===== src/rtl/ram_arbiter.sv =====
// ram_arbiter: two-port arbiter in front of a single-port data RAM
// (asynchronous read, synchronous write). Port 0 is instruction fetch and
// port 1 is load/store. Each access takes one SERVE cycle. The acknowledge
// and read data are registered and appear in the cycle after SERVE.
//
// Optional build macro:
//   RAM_ARB_FIXED_PRIO_EN - when defined, port 0 always wins a contended
//                           decision and the round-robin 'last' pointer is
//                           removed. Port 1 can starve. When undefined
//                           (default), ties alternate round-robin.
//
// state  | meaning
// -------+---------------------------------------------------------------
// IDLE   | no access in progress; RAM drive lines parked at zero
// SERVE0 | port 0 owns the RAM this cycle; ack0/rdata0 update at its end
// SERVE1 | port 1 owns the RAM this cycle; ack1/rdata1 update at its end

module ram_arbiter #(
  parameter int ADDR_WIDTH = 5,
  parameter int DATA_WIDTH = 32
) (
  input  logic                  i_clk,
  input  logic                  i_rst_n,
  input  logic                  i_req0,
  input  logic                  i_req1,
  input  logic                  i_we0,
  input  logic                  i_we1,
  input  logic [ADDR_WIDTH-1:0] i_addr0,
  input  logic [ADDR_WIDTH-1:0] i_addr1,
  input  logic [DATA_WIDTH-1:0] i_data0,
  input  logic [DATA_WIDTH-1:0] i_data1,
  output logic                  o_ack0,
  output logic                  o_ack1,
  output logic [DATA_WIDTH-1:0] o_rdata0,
  output logic [DATA_WIDTH-1:0] o_rdata1,
  output logic [ADDR_WIDTH-1:0] o_ram_addr,
  output logic                  o_ram_we,
  output logic [DATA_WIDTH-1:0] o_ram_data,
  input  logic [DATA_WIDTH-1:0] i_ram_rdata,
  output logic                  o_busy
);

  typedef enum logic [1:0] {
    ST_IDLE   = 2'd0,
    ST_SERVE0 = 2'd1,
    ST_SERVE1 = 2'd2
  } state_e;

  state_e                state_q, state_d;
  logic                  ack0_q, ack0_d;
  logic                  ack1_q, ack1_d;
  logic [DATA_WIDTH-1:0] rdata0_q, rdata0_d;
  logic [DATA_WIDTH-1:0] rdata1_q, rdata1_d;
  logic                  serve0, serve1;

`ifndef RAM_ARB_FIXED_PRIO_EN
  // Port served most recently. Reset value 1 makes port 0 win the first tie.
  logic                  last_q, last_d;
`endif

  assign serve0 = (state_q == ST_SERVE0);
  assign serve1 = (state_q == ST_SERVE1);

  // Next-state decision. The port being served is still holding its request
  // (it has not seen its ack yet), so only the other port's request counts
  // when leaving a SERVE state.
  always_comb begin
    state_d = ST_IDLE;
`ifndef RAM_ARB_FIXED_PRIO_EN
    last_d  = last_q;
`endif
    unique case (state_q)
      ST_IDLE: begin
        if (i_req0 && i_req1) begin
`ifdef RAM_ARB_FIXED_PRIO_EN
          state_d = ST_SERVE0;
`else
          state_d = last_q ? ST_SERVE0 : ST_SERVE1;
`endif
        end else if (i_req0) begin
          state_d = ST_SERVE0;
        end else if (i_req1) begin
          state_d = ST_SERVE1;
        end
      end
      ST_SERVE0: begin
`ifdef RAM_ARB_FIXED_PRIO_EN
        // Port 0's request is still high here, so under fixed priority
        // port 1 only follows directly when port 0 is not asking.
        state_d = (i_req1 && !i_req0) ? ST_SERVE1 : ST_IDLE;
`else
        last_d  = 1'b0;
        state_d = i_req1 ? ST_SERVE1 : ST_IDLE;
`endif
      end
      ST_SERVE1: begin
`ifndef RAM_ARB_FIXED_PRIO_EN
        last_d  = 1'b1;
`endif
        state_d = i_req0 ? ST_SERVE0 : ST_IDLE;
      end
      default: state_d = ST_IDLE;
    endcase
  end

  // Completion pulse and read-data capture for the port served this cycle.
  // Writes leave the port's read data untouched.
  always_comb begin
    ack0_d   = serve0;
    ack1_d   = serve1;
    rdata0_d = rdata0_q;
    rdata1_d = rdata1_q;
    if (serve0 && !i_we0) rdata0_d = i_ram_rdata;
    if (serve1 && !i_we1) rdata1_d = i_ram_rdata;
  end

  // State, pointer, ack and read-data registers with synchronous reset.
  always_ff @(posedge i_clk) begin
    if (!i_rst_n) begin
      state_q  <= ST_IDLE;
      ack0_q   <= 1'b0;
      ack1_q   <= 1'b0;
      rdata0_q <= '0;
      rdata1_q <= '0;
    end else begin
      state_q  <= state_d;
      ack0_q   <= ack0_d;
      ack1_q   <= ack1_d;
      rdata0_q <= rdata0_d;
      rdata1_q <= rdata1_d;
    end
  end

`ifndef RAM_ARB_FIXED_PRIO_EN
  // Round-robin pointer register.
  always_ff @(posedge i_clk) begin
    if (!i_rst_n) begin
      last_q <= 1'b1;
    end else begin
      last_q <= last_d;
    end
  end
`endif

  // RAM drive multiplexer. Lines are parked at zero outside SERVE, and the
  // write enable is gated by reset so an access aborted by reset never
  // commits to the RAM.
  always_comb begin
    o_ram_addr = '0;
    o_ram_data = '0;
    o_ram_we   = 1'b0;
    if (serve0) begin
      o_ram_addr = i_addr0;
      o_ram_data = i_data0;
      o_ram_we   = i_we0 & i_rst_n;
    end else if (serve1) begin
      o_ram_addr = i_addr1;
      o_ram_data = i_data1;
      o_ram_we   = i_we1 & i_rst_n;
    end
  end

  assign o_ack0   = ack0_q;
  assign o_ack1   = ack1_q;
  assign o_rdata0 = rdata0_q;
  assign o_rdata1 = rdata1_q;
  assign o_busy   = serve0 | serve1;

endmodule


===== config.mk =====
export PLATFORM = sky130hd
export DESIGN_NAME = ram_arbiter
export DESIGN_NICKNAME = d
export VERILOG_FILES = /design/src/rtl/ram_arbiter.sv
export SDC_FILE = /design/constraint.sdc
export NUM_CORES = 1
export LEC_CHECK = 0
export ABC_AREA = 0
export CORE_MARGIN = 2
export CORE_UTILIZATION = 31
export DETAILED_ROUTE_END_ITERATION = 10
export PLACE_DENSITY_LB_ADDON = 0.15
export SLEW_MARGIN = 10
export SYNTH_ARGS = -nofsm -noshare
export SYNTH_HDL_FRONTEND = slang
export SYNTH_SLANG_ARGS = --single-unit

===== constraint.sdc =====
create_clock -name i_clk -period 1.61 [get_ports i_clk]
set_input_delay 0.483 -clock i_clk [delete_from_list [all_inputs] [get_ports i_clk]]
set_output_delay 0.483 -clock i_clk [all_outputs]
set_load 0.01 [all_outputs]

==> out/metrics.yaml <==
global_route:
  grt_pass1_wl_um: 15640
  grt_pass1_vias: 3216
  grt_max_degree: 70
  grt_usage_pct: 19.46
  gr-total-overflow: 0
  antenna_found_initial: 0
synth:
  synth_edf_count: 0
  synth_compound_area_share_pct: 27.07
  syn_inst: 351
  synth_fa_ha_area_share_pct: 1.648
  synth_cell_type_count: 21
  synthSimpleGateAreaFrac_pct: 18.95
  ys_seq_elements: 69
  avgSynthCellArea_sq_um: 8.651
  syn_area_sq_mm: 0.003037
  muxShareOfSynthArea_pct: 0.3296
  synth-xor-area-share_pct: 0
  yosysMostFrequentCell: "nand2_1"
  synth_flop_cell: "dfxtp_1"
  yosys.area.top_type: "dfxtp_1"
  netlist.area_leader.share_pct: 45.49
  yosysSeqAreaShare_pct: 45.49
  synth_common_cells: "nand2_1, dfxtp_1, a21boi_1"
  async_flop_share_pct: 0
  synth.top_cells.by_area: "dfxtp_1, nand2_1, a21boi_1"
  synthesis.nets: 467
  yosys_warnings: 0
  synth_top_family_by_area: "compound AO/OA/AOI/OAI gates"
timing:
  setup_viol_count_final: 39
  layout_setup_ws_ns: -0.6046
  period_minus_slack_ns: 2.215
  slew_viol_final: 0
  whs_ns: 0.4495
  max_freq_mhz: 451.6
  hold_violations: 0
  relSlewSlack_pct: 62.22
  grt_setup_unrepaired: "true"
  worstMarginPinSlew_ns: 0.5666
  post-route-period-util_pct: 137.6
  skew_ns: 0.007889
run_status:
  failed_checks: "setup timing"
  status: "complete, but fails checks"
power_and_ir_drop:
  power.leakage_nw: 2.477
  power_mw: 4.192
  p_int_mw: 3.128
  power_density_mw_per_mm2: 753.7
  switching_share_pct: 25.39
  seqPwrFrac_pct: 42.9
  comb_power_share_pct: 24.2
  clkPwrFrac_pct: 32.9
  max-vdd-ir-drop_mv: 0.3216
  p_switching_mw: 1.064
setup_path:
  crit_fanout: 8
  cp_data_arrival_time_ns: 1.73
  crit_chain: "inv_4 -> ha_4 -> nor2b_4 -> buf_12 -> buf_8 -> buf_6 -> a22o_1 -> buf_2"
  critical-path-max-stage-delay_ns: 0.38
  worst-endpoint-required_ns: 1.13
  crit_type: "reg2out"
  slowest_stage: "dfxtp_4"
  worst_setup_path_end_kind: "output pin"
  startpoint_type: "flip-flop"
clock_network:
  cts_tree: "done"
  cts-hold-fix-buffers: 0
  cts_htree_levels: 3
  numCtsBuffers: 9
  root_buffer: "clkbuf_8"
  clk_latency_ns: 0.34
  path_clk_slew_ns: 0.07
  cts_sinks: 69
  cts_max_path_buffers: 2
floorplan:
  initial_core_util_pct: 31.50
  fp.dieW_um: 103.0
  core_sq_mm: 0.009639
  die_h_um: 103.0
  top_level_ports: 217
  num_rows: 36
  die-area_sq_mm: 0.01060
place:
  port_buffers: 216
  dpl_cell_area_sq_mm: 0.005379
  dp_cells: 691
  place.gp.congestion: 0.7735
  place_hpwl_um: 7938
  place_ws_ns: -0.6466
cells_and_area:
  final_cells: 719
  drive_gt1_share_pct: 16.89
  final_net_count: 697
  area_growth_pct: 83.15
  antenna_cells: 0
  final_cell_area_sq_mm: 0.005562
route:
  drc: 0
  drt-pass1-iter-count: 4
  totalWireLength_um: 10720
  first_iter_violations: 132
  vias_per_cell: 4.627
  vias: 3327
  ant_nets: 0
  drt-wirelength-per-cell_um: 14.92
hold_path:
  hold_class: "reg2reg"
flow_run:
  maxCapViolCount: 0
==> sequential cells by signal, indices dropped and copies added (netlist names) <==
signal	count
o_rdata1	32
state_q	2
o_ack0	1
last_q	1
o_rdata0	32
o_ack1	1
==> path summary, 6_finish.rpt <==
path | startpoint | endpoint | slack, ns | depth (start not counted)
max | state_q[0] | o_ram_data[26] | -0.60 | 8
min | o_rdata1[14] | o_rdata1[14] | 0.45 | 2
max reg2reg | state_q[1] | o_rdata0[18] | 0.08 | 8
min reg2reg | o_rdata1[14] | o_rdata1[14] | 0.45 | 2
==> cells in the final DEF, fill, tap and decap left out, types with 2 or more instances in the layout <==
cell and n:
a21boi_0 3, a21boi_1 61, a21oi_1 2, a22o_1 37, and2_1 2, and4bb_2 2, buf_12 5, buf_2 28
buf_4 20, buf_6 19, clkbuf_1 2, clkbuf_8 10, clkdlybuf4s50_1 110, clkinv_2 2, dfxtp_1 67, dfxtp_4 2
dlygate4sd2_1 66, ha_4 3, inv_4 2, nand2_1 130, nand2b_1 2
==> power by group through the flow <==
stage          clock network [mW]  registers, mW  logic [mW]
6_report                     1.38           1.80        1.01
5_1_grt                      1.49           1.81        1.09
3_3_place_gp                    0           1.83        1.02
2_1_floorplan                   0           1.86       0.361
3_5_place_dp                    0           1.84        1.03
4_1_cts                      1.42           1.80        1.01
==> cell families after synthesis <==
| group | count (synthesis) |
|---|---|
| flip-flops | 69 |
| multiplexers | 1 |
| AND/OR/NAND/NOR | 141 |
| buffers and inverters | 32 |
| AO/OA/AOI/OAI | 104 |
| adder cells (fa/ha/maj) | 4 |
==> final cells by class <==
class	count	area, sq um
Clock buffer	12	145.1
Clock inverter	4	47.55
Fill cell	946	4078
Inverter	2	12.51
Multi-Input combinational cell	250	1503
Sequential cell	69	1389
Tap cell	133	166.4
Timing Repair Buffer	249	2298
==> layer usage <==
| metal | routed length [um] | up-vias | global-route usage (%) |
|---|---|---|---|
| met2 | 5814 | 134 | 37.76 |
| met3 | 729 | 14 | 5.492 |
| met5 | 0 | - | 0 |
| met4 | 210 | 0 | 8.097 |
| li1 | - | 1638 | - |
| met1 | 3969 | 1541 | 19.14 |
==> repair_timing <==
action	4_1_cts	5_1_grt
buffers inserted	10	4
gates resized for setup	260	4
endpoints found under the setup margin	107	39
pin swaps	8	8
gates cloned	1	0
==> through the flow <==
step | util (%) | TNS [ns]
finish | 57.70 | -19.49
CTS | 57.59 | -20.30
detailed placement | 55.80 | -29.14
global placement | 55.80 | -27.19
floorplan | - | -0.9434
global route | 57.70 | -22.30
==> critical path, delay by kind of cell, from the launching register on <==
| kind | cells | cell delay, ns |
|---|---|---|
| AO/OA/AOI/OAI | 1 | 0.17 |
| adder cells (fa/ha/maj) | 1 | 0.15 |
| buffers and inverters | 5 | 0.54 |
| flip-flops | 1 | 0.38 |
| AND/OR/NAND/NOR | 1 | 0.14 |
Power figures use the tool's default switching activity.
